File: config.mk
export PLATFORM = sky130hd
export DESIGN_NAME = uart_reg_responder
export DESIGN_NICKNAME = d
export VERILOG_FILES = /design/src/rtl/uart_reg_pkg.sv /design/src/rtl/uart_frame_timeout.sv /design/src/rtl/uart_reg_responder.sv
export SDC_FILE = /design/constraint.sdc
export NUM_CORES = 1
export LEC_CHECK = 0
export BUFFER_PORTS_ARGS = -buffer_cell sky130_fd_sc_hd__buf_4
export CORE_UTILIZATION = 55
export DETAILED_ROUTE_END_ITERATION = 10
export GPL_TIMING_DRIVEN = 0
export PLACE_DENSITY = 0.8
export SYNTH_ARGS = -nofsm -noshare
export SYNTH_HDL_FRONTEND = slang
export SYNTH_SLANG_ARGS = --single-unit
File: constraint.sdc
create_clock -name clock -period 4.29 [get_ports clock]
set_clock_uncertainty 0.15 [all_clocks]
set_input_delay 0 -clock clock [delete_from_list [all_inputs] [get_ports clock]]
set_output_delay 0 -clock clock [all_outputs]
set_load 0.01 [all_outputs]
File: src/rtl/uart_reg_pkg.sv
// Shared constants, state encoding and timeout arithmetic for the UART register responder.
package uart_reg_pkg;

  localparam logic [7:0] OP_WRITE = 8'h57;  // 'W'
  localparam logic [7:0] OP_READ  = 8'h52;  // 'R'
  localparam logic [7:0] RSP_ACK  = 8'h4B;  // 'K'
  localparam logic [7:0] RSP_ERR  = 8'h45;  // 'E'

  typedef enum logic [2:0] {
    StIdle,
    StGetAddr,
    StGetData,
    StAccess,
    StLoad,
    StSend,
    StWaitDone
  } state_e;

  // Kind of frame currently being handled; selects the bus strobe and the reply byte.
  typedef enum logic [1:0] {
    OpWrite,
    OpRead,
    OpError
  } op_e;

  // Inter-byte timeout in clock cycles: n_bytes byte times of 10 bit periods each.
  // Never returns 0 so the counter always has a reachable terminal value.
  function automatic int unsigned timeout_limit(input int unsigned sys_freq,
                                                input int unsigned baud_rate,
                                                input int unsigned n_bytes);
    logic [63:0] cycles;
    cycles = (64'(n_bytes) * 64'd10 * 64'(sys_freq)) / 64'(baud_rate);
    if (cycles == 64'd0) begin
      cycles = 64'd1;
    end
    return 32'(cycles);
  endfunction

endpackage

File: src/rtl/uart_frame_timeout.sv
// Saturating inter-byte gap counter; expired goes high once LIMIT cycles have been counted.
module uart_frame_timeout #(
  parameter int unsigned LIMIT = 16
) (
  input  logic clock,
  input  logic srst,
  input  logic clear,
  input  logic enable,
  output logic expired
);

  localparam int unsigned CntWidth = $clog2(LIMIT) + 1;
  // The count seen on the LIMIT-th enabled cycle after a clear.
  localparam logic [CntWidth-1:0] LastCount = CntWidth'(LIMIT - 1);

  logic [CntWidth-1:0] count_q;

  // Clear wins over counting; the counter parks at all-ones instead of wrapping.
  always_ff @(posedge clock) begin
    if (srst || clear) begin
      count_q <= '0;
    end else if (enable && (count_q != '1)) begin
      count_q <= count_q + CntWidth'(1);
    end
  end

  assign expired = (count_q >= LastCount);

endmodule

File: src/rtl/uart_reg_responder.sv
// Host command responder: parses W/R frames from the UART byte stream, drives an 8-bit
// register bus and returns one reply byte per frame.
module uart_reg_responder
  import uart_reg_pkg::*;
#(
  parameter int unsigned SYSTEM_FREQ   = 50_000_000,
  parameter int unsigned BAUD_RATE     = 9600,
  parameter int unsigned ADDR_WIDTH    = 8,
  parameter int unsigned TIMEOUT_BYTES = 4
) (
  input  logic                  clock,
  input  logic                  srst,
  input  logic [7:0]            rx_value,
  input  logic                  rx_value_ready,
  output logic [7:0]            tx_value,
  output logic                  tx_value_write,
  input  logic                  tx_value_done,
  output logic [ADDR_WIDTH-1:0] reg_addr,
  output logic [7:0]            reg_wdata,
  output logic                  reg_write,
  output logic                  reg_read,
  input  logic [7:0]            reg_rdata,
  output logic                  busy,
  output logic                  frame_error,
  output logic                  rx_dropped
);

  localparam int unsigned TimeoutLimit = timeout_limit(SYSTEM_FREQ, BAUD_RATE, TIMEOUT_BYTES);

  state_e                state_q, state_d;
  op_e                   op_q;
  logic [ADDR_WIDTH-1:0] reg_addr_q;
  logic [7:0]            reg_wdata_q;
  logic [7:0]            tx_value_q;
  logic                  rx_dropped_q;

  logic in_frame;
  logic byte_accepted;
  logic byte_dropped;
  logic timeout_expired;
  logic timeout_fire;

  assign in_frame      = (state_q == StGetAddr) || (state_q == StGetData);
  assign byte_accepted = rx_value_ready && ((state_q == StIdle) || in_frame);
  assign byte_dropped  = rx_value_ready && !((state_q == StIdle) || in_frame);
  // A byte arriving on the expiry cycle still counts; only a silent line times out.
  assign timeout_fire  = in_frame && timeout_expired && !rx_value_ready;

  uart_frame_timeout #(
    .LIMIT (TimeoutLimit)
  ) u_timeout (
    .clock   (clock),
    .srst    (srst),
    .clear   (byte_accepted),
    .enable  (in_frame),
    .expired (timeout_expired)
  );

  // State register.
  always_ff @(posedge clock) begin
    if (srst) begin
      state_q <= StIdle;
    end else begin
      state_q <= state_d;
    end
  end

  // Next-state logic: parse bytes, run the bus cycle, then hand one reply to the transmitter.
  always_comb begin
    state_d = state_q;
    unique case (state_q)
      StIdle: begin
        if (rx_value_ready) begin
          state_d = ((rx_value == OP_WRITE) || (rx_value == OP_READ)) ? StGetAddr : StLoad;
        end
      end
      StGetAddr: begin
        if (rx_value_ready) begin
          state_d = (op_q == OpWrite) ? StGetData : StAccess;
        end else if (timeout_fire) begin
          state_d = StIdle;
        end
      end
      StGetData: begin
        if (rx_value_ready) begin
          state_d = StAccess;
        end else if (timeout_fire) begin
          state_d = StIdle;
        end
      end
      StAccess: state_d = StLoad;
      StLoad:   state_d = StSend;
      StSend:   state_d = StWaitDone;
      // A done strobe during StSend is not looked at, so it cannot end the reply early.
      StWaitDone: begin
        if (tx_value_done) begin
          state_d = StIdle;
        end
      end
      default: state_d = StIdle;
    endcase
  end

  // Strobes and status decoded from the current state.
  always_comb begin
    reg_write      = 1'b0;
    reg_read       = 1'b0;
    tx_value_write = 1'b0;
    busy           = (state_q != StIdle);
    frame_error    = timeout_fire;
    unique case (state_q)
      StAccess: begin
        reg_write = (op_q == OpWrite);
        reg_read  = (op_q == OpRead);
      end
      StLoad:  frame_error = (op_q == OpError);
      StSend:  tx_value_write = 1'b1;
      default: ;
    endcase
  end

  // Frame fields, reply byte and the sticky drop flag.
  always_ff @(posedge clock) begin
    if (srst) begin
      op_q         <= OpError;
      reg_addr_q   <= '0;
      reg_wdata_q  <= '0;
      tx_value_q   <= '0;
      rx_dropped_q <= 1'b0;
    end else begin
      unique case (state_q)
        StIdle: begin
          if (rx_value_ready) begin
            if (rx_value == OP_WRITE) begin
              op_q <= OpWrite;
            end else if (rx_value == OP_READ) begin
              op_q <= OpRead;
            end else begin
              op_q <= OpError;
            end
          end
        end
        StGetAddr: begin
          if (rx_value_ready) begin
            reg_addr_q <= rx_value[ADDR_WIDTH-1:0];
          end
        end
        StGetData: begin
          if (rx_value_ready) begin
            reg_wdata_q <= rx_value;
          end
        end
        // reg_rdata is valid here, one cycle after the read strobe in StAccess.
        StLoad: begin
          unique case (op_q)
            OpWrite: tx_value_q <= RSP_ACK;
            OpRead:  tx_value_q <= reg_rdata;
            default: tx_value_q <= RSP_ERR;
          endcase
        end
        default: ;
      endcase
      if (byte_dropped) begin
        rx_dropped_q <= 1'b1;
      end
    end
  end

  assign reg_addr   = reg_addr_q;
  assign reg_wdata  = reg_wdata_q;
  assign tx_value   = tx_value_q;
  assign rx_dropped = rx_dropped_q;

endmodule

# After elaboration in Yosys (flattened, before gate mapping)
# Index checks and enable logic that the tools add are counted.
[word_totals]
elab_cells = 55
inputBits = 20
register_bits = 49
[op_classes]
muxes = 15
n_eq_ne = 13
reduce_logical = 18
order_cmp = 1
addsub = 1
[op_table]
columns = ["operator", "n"]
rows = [
  ["case mux 3 bit (7 select lines)", 1],
  ["adder 19 x 1 -> 19 bit, second input constant", 1],
  [">= comparator 19 x 18 -> 1 bit, second input constant", 1],
  ["!= test 19 bit, second input constant", 1],
  ["2-to-1 mux 3 bit", 6],
  ["== test 8 x 7 -> 1 bit, second input constant", 2],
  ["case mux 8 bit (2 select lines)", 1],
  ["== test 3 bit, second input constant", 3],
  ["AND reduction 2 bit", 4],
  ["== test 3 x 2 -> 1 bit, second input constant", 2],
  ["logical AND 1 bit", 5],
  ["2-to-1 mux 1 bit", 5],
  ["logical OR 1 bit", 4],
  ["2-to-1 mux 2 bit", 2],
  ["!= test 2 bit, second input constant", 2],
  ["== test 3 x 1 -> 1 bit, second input constant", 1],
  ["zero test 3 bit", 1],
  ["nonzero test 3 bit", 1],
  ["== test 2 x 1 -> 1 bit, second input constant", 1],
  ["== test 2 bit, second input constant", 1],
  ["zero test 1 bit", 2],
  ["zero test 2 bit", 1],
]

# Longest topological paths before layout
[logic_depth]
word_depth = 7
mapped_depth = 6

# Modules after synthesis
# Synthesis repeated with hierarchy kept, for this count alone.
[unflattened]
hier_cells = 284
area_unflattened_um2 = 2502.4
[modules_own_cells]
columns = ["mod", "area_per_inst_um2", "cells_per_inst", "instances"]
rows = [
  ["uart_reg_responder", 1341.3, 147, 1],
  ["uart_frame_timeout", 1161.1, 137, 1],
]

# Worst setup path after synthesis
# OpenSTA, ideal clock, no wires.
[synth_path]
kind = "register to register"
startpoint = "register u_timeout.count_q[0]"
endpoint = "register u_timeout.count_q[3]"
setup_time_ps = 72
t_arrival_ps = 1560
path_stages_with_launch = 7
n_path_buf = 1
t_required_ps = 4068
path_slack_ps = 2508
cell_sequence = "dfxtp_1 > ha_1 > and4_1 > and4_1 > buf_2 > a211oi_1 > mux2i_1"
[synth_via]
elab_chain_len = 2
[synth_lines]
columns = ["item", "line", "text"]
rows = [
  ["start, declared", "uart_frame_timeout.sv:16", "logic [CntWidth-1:0] count_q;"],
  ["start signal, assigned", "uart_frame_timeout.sv:23", "count_q <= count_q + CntWidth'(1);"],
  ["branches (longest 2 deep; another with adder 19 x 1 -> 19 bit)", "n/a", ""],
]
# Several ways; the timed one is not identified.
# A chain may end at the register's enable or synchronous reset.

# Worst setup path in the final report
[layout_path]
startpoint = "register state_q[2]"
endpoint = "output port frame_error"
[layout_via]
elab_chain_len = 5
[layout_lines]
columns = ["item", "line", "text"]
rows = [
  ["start, declared", "uart_reg_responder.sv:30", "state_e state_q, state_d;"],
  ["start signal, assigned", "uart_reg_responder.sv:62", "state_q <= StIdle;"],
  ["start signal, assigned", "uart_reg_responder.sv:64", "state_q <= state_d;"],
  ["== test 3 x 1 -> 1 bit / == test 3 x 2 -> 1 bit (equally long branches)", "uart_reg_responder.sv:43", "assign in_frame = (state_q == StGetAddr) || (state_q == StGetData);"],
  ["logical OR 1 bit", "uart_reg_responder.sv:43", ""],
  ["logical AND 1 bit (2 in a row)", "uart_reg_responder.sv:47", "assign timeout_fire = in_frame && timeout_expired && !rx_value_ready;"],
  ["2-to-1 mux 1 bit (*)", "uart_reg_responder.sv:111", "unique case (state_q)"],
  ["end, declared", "uart_reg_responder.sv:24", "output logic frame_error,"],
]
# Every way passes the cells marked *; elsewhere a longest branch is shown, timed or not.

==> flow_summary.ini <==
[run_status]
outcome = completed

[placement]
portBuffers = 49
placed_area_sq_um = 2894
hpwl_microns = 4238
gpl.final_weighted_congestion = 0.8532

[logic_synthesis]
ys.flop_type = dfxtp_1
synth-async-reset-ratio_pct = 0
synth_edf_count = 0
syn_inst = 294
ys_types = 47
syn-cell-area_sq_um = 2464
ys_ff_latch = 49
syn_nets = 316
ys_seq_area_share_pct = 39.82
syn_area_per_cell_sq_um = 8.380
yosys_warnings = 0

[timing]
period_needed_ns = 2.170
hold_viol = 0
fin_crit_sh_pct = 50.59
maxSlewViolCount = 0
clock.fmax_ghz = 0.4608
rsz0062_at_grt = no
worst_pin_slew_ns = 0.8237
relSlewSlack_pct = 44.31
setup_viol = 0
setup-tns-final_ns = 0

[global_route]
antenna_found_initial = 0
grt_start_max_net_pins = 14
grt-ovfl-total = 0
grt_usage_pct = 29.28
grt_pass1_wl_microns = 10270
grt_pass1_vias = 2241

[worst_hold_path]
holdCritStartpoint = tx_value[5]$_SDFFE_PP0N_
hp-class = flip-flop to flip-flop

[clock_tree]
cts.htree.levels = 2
cts_tree = built
clock-sinks = 49
ctsHoldBuffers = 19
cts_resized = 0
clk_path_buf_depth = 2
post_cts.repair.setup_buffers = 0
cts_buffers = 5
clkLatencyLatePin_ns = 0.30
clock-root-buffer = clkbuf_8
path_clk_slew_ns = 0.08

[finish]
fill_cells = 314
n_antenna_cell = 0
nets = 391
area_growth_pct = 28.69
fin_util_pct = 76.51
drive_gt1_share_pct = 17.34
final_area_sq_um = 3171

[pwr]
p_total_w = 0.001220
ir_worst_vdd_mv = 0.2523
p_per_area_nw_per_um2 = 384.6
power_leakage_nw = 1.198

[floorplanning]
start_util_pct = 59.45
die-area_sq_um = 4751
num_rows = 23
die_w_microns = 68.93
pin_count = 50
core_area_sq_um = 4144
die_h_microns = 68.93

[drt]
firstDrtPassIters = 5
first_iter_violations = 163
dr_total_vias = 2451
drc_errors = 0
wire_per_inst_microns = 14.68
via_per_inst = 5.850
finalWirelength_microns = 6151
ant_nets = 0

[setup_path]
worstPathArrival_ns = 2.02
reg2reg_from = u_timeout.count_q[10]$_SDFFE_PP0P_
critPathKind = flip-flop to output pin
cp.required_ns = 4.14
cp-end-kind = output pin
path_max_fanout = 7
critPathLaunch = state_q[2]$_SDFFE_PP0P_
start_kind = flip-flop

[run]
drv_cap = 0
[final timing paths]
check	end	slack, ns	depth (start not counted)
hold reg to reg	tx_value[5]$_SDFFE_PP0N_	0.31	2
hold / removal	tx_value[5]$_SDFFE_PP0N_	0.31	2
setup / recovery	frame_error	2.12	5
setup reg to reg	u_timeout.count_q[6]$_SDFFE_PP0P_	2.18	5
[report_power, final]
part | leakage, nW | switching [W] | internal, W
clock network | 0.0443 | 0.000143 | 0.000128
registers | 0.397 | 0.0000386 | 0.000496
logic | 0.756 | 0.000236 | 0.000178
[sequential cells by signal, indices dropped and copies added, names as in the netlist]
| signal | cells |
|---|---|
| rx_dropped | 1 |
| u_timeout.count_q | 19 |
| reg_wdata | 8 |
| state_q | 3 |
| reg_addr | 8 |
| tx_value | 8 |
| op_q | 2 |
[layer usage]
layer	track usage, %	share of wire (%)	vias to the layer above
met5	0	0	-
met4	10.46	1.6	0
met3	6.579	5.8	9
met2	48.30	47	86
met1	37.14	46	1130
li1	-	-	1226
[critical path, cell delays in order, from the launching register on]
cell	delay, ns
dfxtp_1	0.45
inv_1	0.18
nor3_1	0.65
nand3b_1	0.14
o31ai_1	0.12
buf_4	0.18
[final cells by class]
class                           count  area, sq um  share of cell area [%]
Buffer                             19        77.57                   2.447
Clock buffer                        7        86.33                   2.723
Inverter                            7        26.28                  0.8287
Multi-Input combinational cell    219         1379                   43.49
Sequential cell                    49        980.9                   30.94
Tap cell                           50        62.56                   1.973
Timing Repair Buffer               68        558.0                   17.60
[cells by family after synthesis]
| family | after synthesis | share of synthesized area (%) |
|---|---|---|
| multiplexers | 23 | 9.345 |
| AND/OR/NAND/NOR | 134 | 29.00 |
| XOR/XNOR | 3 | 1.372 |
| buffers and inverters | 26 | 4.215 |
| AO/OA/AOI/OAI | 57 | 15.24 |
| adder cells (fa/ha/maj) | 2 | 1.016 |
| flip-flops | 49 | 39.82 |
[metrics by stage]
step / instances / worst slack [ns] / hold slack, ns
after floorplan: 294 / 2.508 / -0.01693
after global placement: 393 / 2.231 / 0.1036
after detailed placement: 393 / 2.220 / 0.1239
after CTS: 419 / 2.132 / 0.3122
after global routing: 419 / 1.922 / 0.3409
final: 419 / 2.120 / 0.3082
[synth_stat cells, drive strengths merged (3+ instances only)]
cell	instances	area, sq um
nand4	9	62.56
and4	3	26.28
or3	5	31.28
o21ai	5	25.02
and2	5	31.28
and3	5	31.28
nor2	32	120.1
clkbuf	16	62.56
nor3	11	55.05
dfxtp	49	980.9
o31ai	7	52.55
nand3	8	40.04
nand2	27	101.4
nand2b	6	37.54
or4	7	52.55
a211oi	7	52.55
o211ai	3	22.52
nor2b	3	18.77
inv	7	26.28
a21oi	23	115.1
buf	3	15.01
mux2i	23	230.2
[layout by cell type, fill, tap and decap left out, types with 6 or more instances in the layout]
| cell | Yosys | layout |
|---|---|---|
| nor3_1 | 11 | 11 |
| clkbuf_8 | 0 | 6 |
| nand3_1 | 8 | 8 |
| a211oi_1 | 7 | 7 |
| inv_1 | 7 | 7 |
| nor2_1 | 32 | 32 |
| a21oi_1 | 23 | 23 |
| o31ai_1 | 7 | 7 |
| or4_1 | 7 | 7 |
| nand2b_1 | 6 | 6 |
| dlygate4sd3_1 | 0 | 19 |
| mux2i_1 | 23 | 23 |
| dfxtp_1 | 49 | 49 |
| buf_4 | 0 | 49 |
| nand2_1 | 27 | 27 |
| clkbuf_1 | 14 | 15 |
| nand4_1 | 8 | 8 |
Power figures use the tool's default switching activity.
